===== config.mk =====
export PLATFORM = sky130hd
export DESIGN_NAME = multicycle_ctrl
export DESIGN_NICKNAME = d
export VERILOG_FILES = /design/src/rtl/multicycle_ctrl.sv
export SDC_FILE = /design/constraint.sdc
export NUM_CORES = 1
export LEC_CHECK = 0
export BUFFER_PORTS_ARGS = -buffer_cell sky130_fd_sc_hd__buf_2
export CAP_MARGIN = 20
export CORE_UTILIZATION = 42
export CTS_BUF_LIST = sky130_fd_sc_hd__clkbuf_4 sky130_fd_sc_hd__clkbuf_8
export CTS_CLUSTER_DIAMETER = 50
export DETAILED_ROUTE_END_ITERATION = 16
export PLACE_DENSITY_LB_ADDON = 0.3
export SYNTH_ARGS = -nofsm -noshare
export SYNTH_HDL_FRONTEND = slang
export SYNTH_SLANG_ARGS = --single-unit

===== constraint.sdc =====
create_clock -name clk -period 2.5 [get_ports clk]
set_clock_uncertainty 0.1 [all_clocks]
set_input_delay 0.125 -clock clk [delete_from_list [all_inputs] [get_ports clk]]
set_output_delay 0.125 -clock clk [all_outputs]
set_load 0.02 [all_outputs]

===== src/rtl/multicycle_ctrl.sv =====
// Main control FSM for the multicycle RV32I core.
// Walks each instruction through fetch, decode, execute, memory and
// writeback. It drives the datapath selects, the write strobes and the
// immediate-variant select. Memory latency is absorbed by holding the
// current state until mem_ready is seen.
module multicycle_ctrl #(
    parameter bit TRAP_HALT = 1'b1
) (
    input  logic        clk,
    input  logic        rst,
    input  logic [31:0] instr,
    input  logic        zero,
    input  logic        lt,
    input  logic        ltu,
    input  logic        mem_ready,
    output logic        pc_write,
    output logic        ir_write,
    output logic        adr_src,
    output logic        mem_read,
    output logic        mem_write,
    output logic        reg_write,
    output logic [1:0]  result_src,
    output logic [1:0]  alu_src_a,
    output logic [1:0]  alu_src_b,
    output logic [1:0]  alu_op,
    output logic [2:0]  imm_type,
    output logic        illegal,
    output logic        instr_done,
    output logic [3:0]  state
);

    localparam logic [3:0] S_FETCH    = 4'd0;
    localparam logic [3:0] S_DECODE   = 4'd1;
    localparam logic [3:0] S_MEMADR   = 4'd2;
    localparam logic [3:0] S_MEMREAD  = 4'd3;
    localparam logic [3:0] S_MEMWB    = 4'd4;
    localparam logic [3:0] S_MEMWRITE = 4'd5;
    localparam logic [3:0] S_EXECR    = 4'd6;
    localparam logic [3:0] S_EXECI    = 4'd7;
    localparam logic [3:0] S_ALUWB    = 4'd8;
    localparam logic [3:0] S_BRANCH   = 4'd9;
    localparam logic [3:0] S_JAL      = 4'd10;
    localparam logic [3:0] S_JALR     = 4'd11;
    localparam logic [3:0] S_LUI      = 4'd12;
    localparam logic [3:0] S_AUIPC    = 4'd13;
    localparam logic [3:0] S_TRAP     = 4'd14;

    localparam logic [6:0] OP_LOAD   = 7'b0000011;
    localparam logic [6:0] OP_STORE  = 7'b0100011;
    localparam logic [6:0] OP_RTYPE  = 7'b0110011;
    localparam logic [6:0] OP_ITYPE  = 7'b0010011;
    localparam logic [6:0] OP_BRANCH = 7'b1100011;
    localparam logic [6:0] OP_JAL    = 7'b1101111;
    localparam logic [6:0] OP_JALR   = 7'b1100111;
    localparam logic [6:0] OP_LUI    = 7'b0110111;
    localparam logic [6:0] OP_AUIPC  = 7'b0010111;

    logic [3:0] state_q;
    logic [3:0] state_d;
    logic [6:0] opcode;
    logic [2:0] funct3;
    logic       is_store;
    logic       bad_branch;
    logic       br_taken;

    assign opcode     = instr[6:0];
    assign funct3     = instr[14:12];
    assign is_store   = (opcode == OP_STORE);
    // funct3 010/011 are not branch encodings and divert to TRAP.
    assign bad_branch = (funct3 == 3'b010) || (funct3 == 3'b011);
    assign state      = state_q;

    // Only opcode and funct3 steer the controller; the rest of the word
    // belongs to the datapath.
    logic unused_instr_bits;
    assign unused_instr_bits = ^{instr[31:15], instr[11:7]};

    // Branch condition evaluation from the ALU compare flags.
    always_comb begin
        br_taken = 1'b0;
        case (funct3)
            3'b000:  br_taken = zero;
            3'b001:  br_taken = ~zero;
            3'b100:  br_taken = lt;
            3'b101:  br_taken = ~lt;
            3'b110:  br_taken = ltu;
            3'b111:  br_taken = ~ltu;
            default: br_taken = 1'b0;
        endcase
    end

    // State register; reset returns to FETCH, abandoning any instruction.
    always_ff @(posedge clk or posedge rst) begin
        if (rst) begin
            state_q <= S_FETCH;
        end else begin
            state_q <= state_d;
        end
    end

    // Next-state logic; memory states hold until mem_ready.
    always_comb begin
        state_d = state_q;
        case (state_q)
            S_FETCH:    if (mem_ready) state_d = S_DECODE;
            S_DECODE: begin
                case (opcode)
                    OP_LOAD, OP_STORE: state_d = S_MEMADR;
                    OP_RTYPE:          state_d = S_EXECR;
                    OP_ITYPE:          state_d = S_EXECI;
                    OP_BRANCH:         state_d = S_BRANCH;
                    OP_JAL:            state_d = S_JAL;
                    OP_JALR:           state_d = S_JALR;
                    OP_LUI:            state_d = S_LUI;
                    OP_AUIPC:          state_d = S_AUIPC;
                    default:           state_d = S_TRAP;
                endcase
            end
            S_MEMADR:   state_d = is_store ? S_MEMWRITE : S_MEMREAD;
            S_MEMREAD:  if (mem_ready) state_d = S_MEMWB;
            S_MEMWB:    state_d = S_FETCH;
            S_MEMWRITE: if (mem_ready) state_d = S_FETCH;
            S_EXECR:    state_d = S_ALUWB;
            S_EXECI:    state_d = S_ALUWB;
            S_ALUWB:    state_d = S_FETCH;
            S_BRANCH:   state_d = bad_branch ? S_TRAP : S_FETCH;
            S_JAL:      state_d = S_ALUWB;
            S_JALR:     state_d = S_JAL;
            S_LUI:      state_d = S_ALUWB;
            S_AUIPC:    state_d = S_ALUWB;
            S_TRAP:     state_d = TRAP_HALT ? S_TRAP : S_FETCH;
            default:    state_d = S_TRAP;
        endcase
    end

    // Output decode from the current state, with strobes squashed during reset.
    always_comb begin
        pc_write   = 1'b0;
        ir_write   = 1'b0;
        adr_src    = 1'b0;
        mem_read   = 1'b0;
        mem_write  = 1'b0;
        reg_write  = 1'b0;
        result_src = 2'b00;
        alu_src_a  = 2'b00;
        alu_src_b  = 2'b00;
        alu_op     = 2'b00;
        imm_type   = 3'b000;
        illegal    = 1'b0;
        instr_done = 1'b0;
        case (state_q)
            S_FETCH: begin
                // PC+4 goes straight to the PC while the word lands in IR.
                mem_read   = 1'b1;
                alu_src_b  = 2'b10;
                result_src = 2'b10;
                ir_write   = mem_ready;
                pc_write   = mem_ready;
            end
            S_DECODE: begin
                // Precompute old PC + immediate as the branch/JAL target.
                alu_src_a = 2'b01;
                alu_src_b = 2'b01;
                imm_type  = (opcode == OP_JAL) ? 3'b011 : 3'b010;
            end
            S_MEMADR: begin
                alu_src_a = 2'b10;
                alu_src_b = 2'b01;
                imm_type  = is_store ? 3'b001 : 3'b000;
            end
            S_MEMREAD: begin
                mem_read = 1'b1;
                adr_src  = 1'b1;
            end
            S_MEMWB: begin
                result_src = 2'b01;
                reg_write  = 1'b1;
                instr_done = 1'b1;
            end
            S_MEMWRITE: begin
                mem_write  = 1'b1;
                adr_src    = 1'b1;
                instr_done = mem_ready;
            end
            S_EXECR: begin
                alu_src_a = 2'b10;
                alu_op    = 2'b10;
            end
            S_EXECI: begin
                alu_src_a = 2'b10;
                alu_src_b = 2'b01;
                alu_op    = 2'b10;
            end
            S_ALUWB: begin
                reg_write  = 1'b1;
                instr_done = 1'b1;
            end
            S_BRANCH: begin
                alu_src_a  = 2'b10;
                alu_op     = 2'b01;
                pc_write   = br_taken & ~bad_branch;
                instr_done = ~bad_branch;
            end
            S_JAL: begin
                // Target from ALU-out goes to PC; ALU forms old PC + 4 for rd.
                alu_src_a = 2'b01;
                alu_src_b = 2'b10;
                pc_write  = 1'b1;
            end
            S_JALR: begin
                alu_src_a = 2'b10;
                alu_src_b = 2'b01;
            end
            S_LUI: begin
                alu_src_a = 2'b11;
                alu_src_b = 2'b01;
                imm_type  = 3'b100;
            end
            S_AUIPC: begin
                alu_src_a = 2'b01;
                alu_src_b = 2'b01;
                imm_type  = 3'b100;
            end
            S_TRAP: begin
                illegal = 1'b1;
            end
            default: begin
            end
        endcase
        if (rst) begin
            pc_write   = 1'b0;
            ir_write   = 1'b0;
            mem_read   = 1'b0;
            mem_write  = 1'b0;
            reg_write  = 1'b0;
            instr_done = 1'b0;
        end
    end

endmodule


==> impl_metrics.json, run 1 <==
{
  "row_count": 14,
  "worstPathArrival_ns": 1.91,
  "grt_antenna_before_repair": 0,
  "cpMaxStageDelayCell": "dfrtp_1",
  "dr.pass1.iters": 4,
  "final_common_cell": "buf_2",
  "worstPathRequired_ns": 2.28,
  "grt_usage": 0.2413,
  "relSlewSlack": 0.5843,
  "synth_edf_count": 0,
  "drc_errors": 0,
  "power.density_nw_per_um2": 1196,
  "hold_buffers": 1,
  "layoutNonFillerInstCount": 161,
  "vias": 946,
  "cts_inserted_buffers": 3,
  "status": "finished, final reports clean",
  "wl_per_cell_um": 12.68,
  "fillCellCount": 166,
  "synth_area_um2": 704.4,
  "hold_slack_ns": 0.1269,
  "async_reset_ff_frac": 1.000,
  "grt_pass1_vias": 817,
  "critPathKind": "reg2out",
  "min_from": "instr[2]",
  "worstMarginPinSlew_ns": 0.6236,
  "port_buffers": 38,
  "worstSetupStartpointType": "flop",
  "r2r_start": "state[1]",
  "design_area_um2": 922.1,
  "die_y_um": 42.96,
  "synth.distinct_cells": 36,
  "syn2layout_area_growth_pct": 30.91,
  "worstPathMaxFanout": 14,
  "cp-end-kind": "primary output",
  "cp_top_family": "flip-flops",
  "ant_nets": 0,
  "tritoncts": "built",
  "dp.final_hpwl_um": 1534,
  "ctsResizeCount": 0,
  "holdPathStages": 3,
  "nets": 185,
  "grt_overflow_total": 0,
  "max_clock_freq_mhz": 468.0,
  "drv_slew": 0,
  "worstReg2RegEnd": "state[2]",
  "largest_register_ffs": 4,
  "cts_sinks": 4,
  "dr.first_iter.drc_count": 26,
  "crit_chain": "nor2b_2 > nand2_1 > a31o_1 > a311oi_2 > buf_2",
  "core_um2": 1541,
  "period_needed_ns": 2.137,
  "clk_latency_ns": 0.23,
  "die_w_um": 42.96,
  "synth_seq_cells": 4,
  "mostFrequentLayoutCells": "38 x buf_2, 13 x nand2_1, 12 x nor2_1",
  "dp.cells": 157,
  "routed_via_density": 5.876,
  "crit_buf_inv": 1,
  "r2r_slack_ns": 0.73,
  "syn_nets": 147,
  "peakVddDrop_v": 0.0005982,
  "cpPeakStageDelay_ns": 0.59,
  "finalWirelength_um": 2042,
  "worst_hold_path.endpoint": "state[3]",
  "cts-root-buf": "clkbuf_4",
  "leakage_nw": 0.4654,
  "synth_seq_area_share": 0.1421,
  "grt_first_pass_wirelength_um": 3470,
  "detailed_place.area_um2": 889.6,
  "drive_above_1_share": 0.3241,
  "setup-tns-final_ns": 0,
  "hold_viol_final": 0,
  "syn_inst": 109,
  "place_congestion": 0.7935,
  "postLayoutCoreUtil": 0.5982,
  "start_util": 0.4570,
  "ys_warn_count": 0,
  "cts_max_level": 1,
  "post-cts-setup-buffers": 0,
  "clk_pin_slew_ns": 0.04,
  "min_path_type": "in2reg",
  "yosys_most_used_dff": "dfrtp_1",
  "setup_viol": 0,
  "timing.final.crit_share": 0.8547,
  "drv_cap": 0,
  "grt_max_degree": 21,
  "rsz0062_at_grt": "false",
  "cts_buffer_depth": 2,
  "dieArea_um2": 1845,
  "insertedDiodeCount": 0,
  "reg2reg_depth": 4,
  "io_pins": 61,
  "avgSynthCellArea_um2": 6.463
}
-- cell usage after synthesis, drive strengths merged, types with 2 or more instances --
| cell | n | area share |
|---|---|---|
| inv | 7 | 0.037 |
| or4 | 2 | 0.021 |
| nand2 | 13 | 0.069 |
| a211oi | 2 | 0.021 |
| buf | 6 | 0.046 |
| a31oi | 4 | 0.036 |
| nand3 | 3 | 0.021 |
| nor3 | 11 | 0.078 |
| mux2i | 3 | 0.043 |
| o21ai | 7 | 0.050 |
| nand3b | 4 | 0.043 |
| a21oi | 3 | 0.021 |
| nor2b | 2 | 0.021 |
| or3 | 2 | 0.018 |
| dfrtp | 4 | 0.14 |
| clkbuf | 2 | 0.011 |
| nor2 | 12 | 0.064 |
| xor2 | 2 | 0.025 |
| nand2b | 4 | 0.036 |
| and3 | 2 | 0.018 |
-- cell families (layout without fill, tap and decap cells) --
logic type / Yosys count / count (layout) / synth area share
simple gates: 61 / 61 / 0.4636
compound gates: 23 / 23 / 0.2202
buf+inv: 15 / 51 / 0.09415
flops: 4 / 4 / 0.1421
xor+xnor: 3 / 3 / 0.03731
mux: 3 / 3 / 0.04263
-- cell type report --
type | instances | area [um2] | area share
Inverter | 7 | 26.28 | 0.02849
Clock buffer | 3 | 22.52 | 0.02442
Multi-Input combinational cell | 90 | 538.0 | 0.5834
Tap cell | 16 | 20.02 | 0.02171
Sequential cell | 4 | 100.1 | 0.1085
Timing Repair Buffer | 41 | 215.2 | 0.2334
-- worst reg2reg max path: stages, from the launching register on --
cell and delay [ns]:
dfrtp_1 0.73, or2_2 0.30, nand2_1 0.07, a311o_1 0.31
o211ai_1 0.18
-- layer usage --
metal	part of all wire	up-vias	wire length, um	GRT usage
li1	-	469	-	-
met1	0.46	431	935	0.3196
met2	0.47	40	964	0.3970
met3	0.048	6	97	0.02553
met4	0.022	0	44	0.09697
met5	0	-	0	0
-- power by group --
group	switching, mW	leakage, nW	internal (mW)
registers	0.102	0.0514	0.0946
logic	0.525	0.400	0.300
clock network	0.0268	0.0138	0.0537
-- worst max path at each step --
stage	slack, ns	to	from	cells past startpoint
detailed placement	0.60	pc_write	state[0]	5
CTS	0.36	pc_write	state[0]	5
floorplan	0.66	reg_write	state[1]	4
global placement	0.61	pc_write	state[0]	5
finish	0.36	pc_write	state[0]	5
global route	0.27	pc_write	state[1]	5
-- metrics by stage --
stage	setup WS [ns]	total power [mW]
after floorplan	0.6643	0.7950
after global placement	0.6086	1.009
after detailed placement	0.6048	1.019
after CTS	0.3630	1.100
after global routing	0.2709	1.209
final	0.3633	1.103
Power figures use the tool's default switching activity.
==> run 2: changes to the inputs <==
Settings changed: HOLD_SLACK_MARGIN set to 0.05.
Clock period 2.5 ns to 2.55 ns, I/O delays scaled along.
==> run 2 against run 1 <==
  * Hold slack improved by 0.013 ns
  * Global-route usage down 1.4 points
  * First-iteration DRC count fell by 12%
  * Die area unchanged
  * Critical path type unchanged
==> impl_metrics.json, run 2 (synthesis gave the netlist of run 1 again) <==
{
  "drive_above_1_share": 0.3194,
  "cts_max_level": 1,
  "r2r_start": "state[2]",
  "drv_slew": 0,
  "worstPathRequired_ns": 2.32,
  "min_from": "instr[6]",
  "row_count": 14,
  "cpPeakStageDelay_ns": 0.60,
  "crit_chain": "nor2b_2 > nand2_1 > a31o_1 > a311oi_2 > buf_2",
  "tritoncts": "built",
  "insertedDiodeCount": 0,
  "io_pins": 61,
  "mostFrequentLayoutCells": "38 x buf_2, 13 x nand2_1, 12 x nor2_1",
  "max_clock_freq_mhz": 466.7,
  "cp-end-kind": "primary output",
  "drc_errors": 0,
  "total_power_mw": 1.067,
  "drv_cap": 0,
  "worst_hold_path.endpoint": "state[3]",
  "hold_slack_ns": 0.1401,
  "cts_inserted_buffers": 3,
  "period_needed_ns": 2.143,
  "grt_first_pass_wirelength_um": 3325,
  "rsz0062_at_grt": "false",
  "postLayoutCoreUtil": 0.5933,
  "worstPathMaxFanout": 20,
  "detailed_place.area_um2": 882.1,
  "die_w_um": 42.96,
  "place_congestion": 0.7935,
  "dp.final_hpwl_um": 1496,
  "grt_usage": 0.2274,
  "setup_viol": 0,
  "dr.first_iter.drc_count": 23,
  "worstPathArrival_ns": 1.92,
  "layoutNonFillerInstCount": 160,
  "dieArea_um2": 1845,
  "dp.cells": 156,
  "clk_pin_slew_ns": 0.04,
  "routed_via_density": 5.800,
  "worstReg2RegEnd": "state[2]",
  "fillCellCount": 157,
  "holdPathStages": 3,
  "critPathKind": "reg2out",
  "ctsResizeCount": 0,
  "nets": 184,
  "grt_antenna_before_repair": 0,
  "cts_sinks": 4,
  "grt_pass1_vias": 773,
  "cts-root-buf": "clkbuf_4",
  "start_util": 0.4570,
  "grt_overflow_total": 0,
  "min_path_type": "in2reg",
  "design_area_um2": 914.6,
  "fin_ws_ns": 0.4071,
  "cpMaxStageDelayCell": "dfrtp_1",
  "hold_viol_final": 0,
  "dr.pass1.iters": 4,
  "status": "finished, final reports clean",
  "setup-tns-final_ns": 0,
  "pre_cts_slack_ns": 0.6647,
  "worstMarginPinSlew_ns": 0.6948,
  "syn2layout_area_growth_pct": 29.84,
  "power.density_nw_per_um2": 1166,
  "die_y_um": 42.96,
  "leakage_nw": 0.4601,
  "peakVddDrop_v": 0.0006312,
  "cts_buffer_depth": 2,
  "cp_top_family": "flip-flops",
  "relSlewSlack": 0.5368,
  "vias": 928,
  "timing.final.crit_share": 0.8404,
  "port_buffers": 38,
  "wl_per_cell_um": 12.42,
  "finalWirelength_um": 1987,
  "grt_max_degree": 23,
  "core_um2": 1541,
  "worstSetupStartpointType": "flop",
  "final_common_cell": "buf_2",
  "reg2reg_depth": 3,
  "crit_buf_inv": 1,
  "r2r_slack_ns": 0.67,
  "largest_register_ffs": 4,
  "clk_latency_ns": 0.23,
  "ant_nets": 0
}
-- run 2: cell types whose count changed in the layout (fill, tap and decap cells not counted), sizes merged --
cell / previous run / this run
buf: 40 / 39
-- run 2: layer usage --
metal | vias up | global-route usage | part of all wire
li1 | 466 | - | -
met5 | - | 0 | 0
met2 | 42 | 0.3636 | 0.50
met3 | 0 | 0.02979 | 0.062
met1 | 420 | 0.3222 | 0.44
met4 | 0 | 0.05455 | 0
-- run 2: worst max-delay path by stage --
stage                         from    endpoint  slack (ns)  cells past startpoint
after floorplan           state[1]   reg_write        0.71                      4
after global placement    state[0]    pc_write        0.66                      5
after detailed placement  state[0]    pc_write        0.66                      5
after CTS                 state[0]    pc_write        0.42                      5
after global routing      state[2]  instr_done        0.25                      5
final                     state[1]    pc_write        0.41                      5
-- run 2: layout make-up --
cell class | count | area [um2] | area share
clock buffers | 3 | 22.52 | 0.02462
inverters | 7 | 26.28 | 0.02873
multi-input cells | 90 | 538.0 | 0.5882
flip-flops and latches | 4 | 100.1 | 0.1094
well taps | 16 | 20.02 | 0.02189
repair buffers | 40 | 207.7 | 0.2271
-- run 2: timing repair --
item	CTS	global route
hold endpoints to repair	4	0
setup buffers	0	0
hold buffers	1	0
-- run 2: tightest hold or removal path: cells and delay by family --
family,cells,cell delay [ns]
AO/OA/AOI/OAI,1,0.10
buffers and inverters,1,0.13
AND/OR/NAND/NOR,1,0.07
-- run 2: where the power goes --
part | total [mW] | switching (mW) | internal (mW)
clock | 0.0794 | 0.0267 | 0.0527
combinational | 0.766 | 0.482 | 0.285
sequential | 0.221 | 0.129 | 0.0920
==> run 3: changes to the inputs <==
Settings changed: ABC_AREA set to 1, CORE_UTILIZATION 42 to 35.
Clock period 2.55 ns to 1.8 ns, I/O delays scaled along.
==> run 3 against run 2 <==
  * Setup slack lost 0.31 ns
  * Count of clock-buffer cells in the layout is the same
  * Sequential share of layout area shrank 0.61 points
  * Largest power group unchanged
  * Sequential cell count is the same
  * Non-clock buffer count grew 3
  * Power grew 49%
  * Synthesized cell count grew 12%
  * Highest routed layer is now met4
  * Largest cell class unchanged
  * Global-route usage shrank 5.4 points
  * Hold slack lost 0.054 ns
  * Critical path depth grew 1
==> impl_metrics.json, run 3 <==
{
  "status": "finished, final reports clean",
  "worstMarginPinSlew_ns": 0.1981,
  "rsz0062_at_grt": "false",
  "grt_first_pass_wirelength_um": 2842,
  "finalWirelength_um": 1918,
  "io_pins": 61,
  "total_power_mw": 1.593,
  "cp_top_family": "flip-flops",
  "drive_above_1_share": 0.4371,
  "worstPathRequired_ns": 1.61,
  "largest_register_ffs": 4,
  "peakVddDrop_v": 0.0006960,
  "ys_warn_count": 0,
  "dr.first_iter.drc_count": 23,
  "reg2reg_depth": 9,
  "cts_buffer_depth": 2,
  "syn_inst": 122,
  "crit_chain": "inv_1 > nand2_1 > nor2_4 > nand3_1 > o21ai_1 > buf_2",
  "start_util": 0.3724,
  "drv_slew": 0,
  "cpPeakStageDelay_ns": 0.47,
  "die_y_um": 47.46,
  "synth_seq_area_share": 0.1384,
  "tritoncts": "built",
  "setup-tns-final_ns": 0,
  "synth_edf_count": 0,
  "cts_sinks": 4,
  "yosysTopAreaCellShare": 0.1401,
  "relSlewSlack": 0.8665,
  "cts_inserted_buffers": 3,
  "fin_ws_ns": 0.09232,
  "r2r_slack_ns": 0.29,
  "syn2layout_area_growth_pct": 40.66,
  "hold_viol_final": 0,
  "routed_via_density": 4.691,
  "worst_hold_path.endpoint": "state[3]",
  "synth_area_um2": 723.2,
  "r2r_start": "state[1]",
  "clk_latency_ns": 0.24,
  "timing.final.crit_share": 0.9487,
  "die_w_um": 47.46,
  "cpMaxStageDelayCell": "dfrtp_2",
  "power.density_nw_per_um2": 1566,
  "holdPathStages": 3,
  "vias": 910,
  "synth.distinct_cells": 24,
  "worstPathArrival_ns": 1.52,
  "yosys_most_used_dff": "dfrtp_1",
  "wl_per_cell_um": 9.887,
  "cts-root-buf": "clkbuf_4",
  "period_needed_ns": 1.708,
  "grt_antenna_before_repair": 0,
  "synth_area_leaders": "nand2_1 14%, dfrtp_1 14%, nor2_1 9.3%",
  "grt_overflow_total": 0,
  "postLayoutCoreUtil": 0.5238,
  "row_count": 16,
  "cts_max_level": 1,
  "nets": 207,
  "worstReg2RegEnd": "state[1]",
  "port_buffers": 38,
  "mostFrequentLayoutCells": "37 x buf_2, 27 x nand2_1, 18 x nor2_1",
  "final_common_cell": "buf_2",
  "leakage_nw": 0.6049,
  "place_congestion": 0.8298,
  "drv_cap": 0,
  "setup_viol": 0,
  "critPathKind": "reg2out",
  "dieArea_um2": 2252,
  "synth_seq_cells": 4,
  "insertedDiodeCount": 0,
  "avgSynthCellArea_um2": 5.928,
  "worstSetupStartpointType": "flop",
  "max_clock_freq_mhz": 585.6,
  "min_from": "instr[6]",
  "dr.pass1.iters": 4,
  "grt_pass1_vias": 691,
  "async_reset_ff_frac": 1.000,
  "synth_largest_area_cell": "nand2_1",
  "ant_nets": 0,
  "drc_errors": 0,
  "cp-end-kind": "primary output",
  "yosys-top-cells-count": "27 x nand2_1, 18 x nor2_1, 13 x inv_1, 13 x nand3_1, 7 x a21oi_1",
  "grt_max_degree": 11,
  "clk_pin_slew_ns": 0.04,
  "grt_usage": 0.1738,
  "crit_buf_inv": 2,
  "dp.final_hpwl_um": 1587,
  "core_um2": 1942,
  "worstPathMaxFanout": 8,
  "syn_nets": 160,
  "min_path_type": "in2reg",
  "yosysMostFrequentCell": "nand2_1",
  "pre_cts_slack_ns": 0.2440
}
==> run 3: cell types whose count changed after synthesis, moves of 5 or more <==
cell / previous run / this run
nand3_1: 3 / 13
inv_2: 0 / 5
nor3_1: 11 / 1
buf_2: 5 / 0
nor2_1: 12 / 18
inv_1: 7 / 13
nand2_1: 13 / 27
==> run 3: timing repair <==
action / CTS / global route
resized for setup: 0 / 6
endpoints found under the setup margin: 0 / 5
setup buffers: 0 / 4
hold buffers: 1 / 0
endpoints found under the hold margin: 4 / 0
==> run 3: how the worst max path moves through the flow <==
stage | startpoint | to | slack [ns] | cells past startpoint
5_1_grt | state[2] | instr_done | 0.007 | 6
3_3_place_gp | state[1] | instr_done | 0.26 | 6
2_1_floorplan | state[2] | instr_done | 0.08 | 4
3_5_place_dp | state[0] | state[2] | 0.24 | 7
6_report | state[0] | imm_type[0] | 0.09 | 6
4_1_cts | state[0] | imm_type[0] | 0.008 | 6
==> run 3: stage by stage <==
| step | area, um2 | cells | hold slack, ns |
|---|---|---|---|
| floorplan | 728.2 | 122 | -0.2439 |
| finish | 1017 | 194 | 0.08654 |
| global placement | 944.7 | 186 | -0.06028 |
| global route | 1017 | 194 | 0.1024 |
| detailed placement | 944.7 | 186 | -0.05038 |
| CTS | 977.2 | 190 | 0.08652 |
==> run 3: cell families (layout without fill, tap and decap cells) <==
family | count (synthesis) | count (layout) | synth area share
and+or+nand+nor | 79 | 79 | 0.5813
AOI/OAI and AO/OA | 20 | 20 | 0.1765
DFF | 4 | 4 | 0.1384
buffers and inverters | 19 | 64 | 0.1038
==> run 3: worst reg2reg max path, stage by stage, from the launching register on <==
cell and delay, ns:
dfrtp_2 0.44, buf_4 0.15, nand2_2 0.06, inv_2 0.05
nand2_4 0.07, nand2_2 0.06, o21bai_4 0.15, nand2_2 0.08
nor2_1 0.13, a21oi_1 0.08
==> run 3: power by group <==
group          internal (mW)  switching, mW  leakage, nW  total, mW
logic                  0.434          0.814        0.546       1.25
registers              0.143         0.0905       0.0454      0.233
clock network         0.0746         0.0375       0.0138      0.112
total                  0.651          0.942        0.605       1.59
==> run 3: area by class of cell <==
cell class | instances | area (um2)
multi-input cells | 99 | 558.0
well taps | 27 | 33.78
flip-flops and latches | 4 | 105.1
fillers | 214 | 924.6
clock buffers | 3 | 22.52
inverters | 18 | 67.56
repair buffers | 43 | 230.2
==> run 3: routing by layer <==
metal	wire (um)	vias up	global-route usage
met5	0	-	0
met4	15	0	0.03429
met3	56	2	0.01132
met2	959	24	0.3178
met1	886	391	0.2237
li1	-	493	-
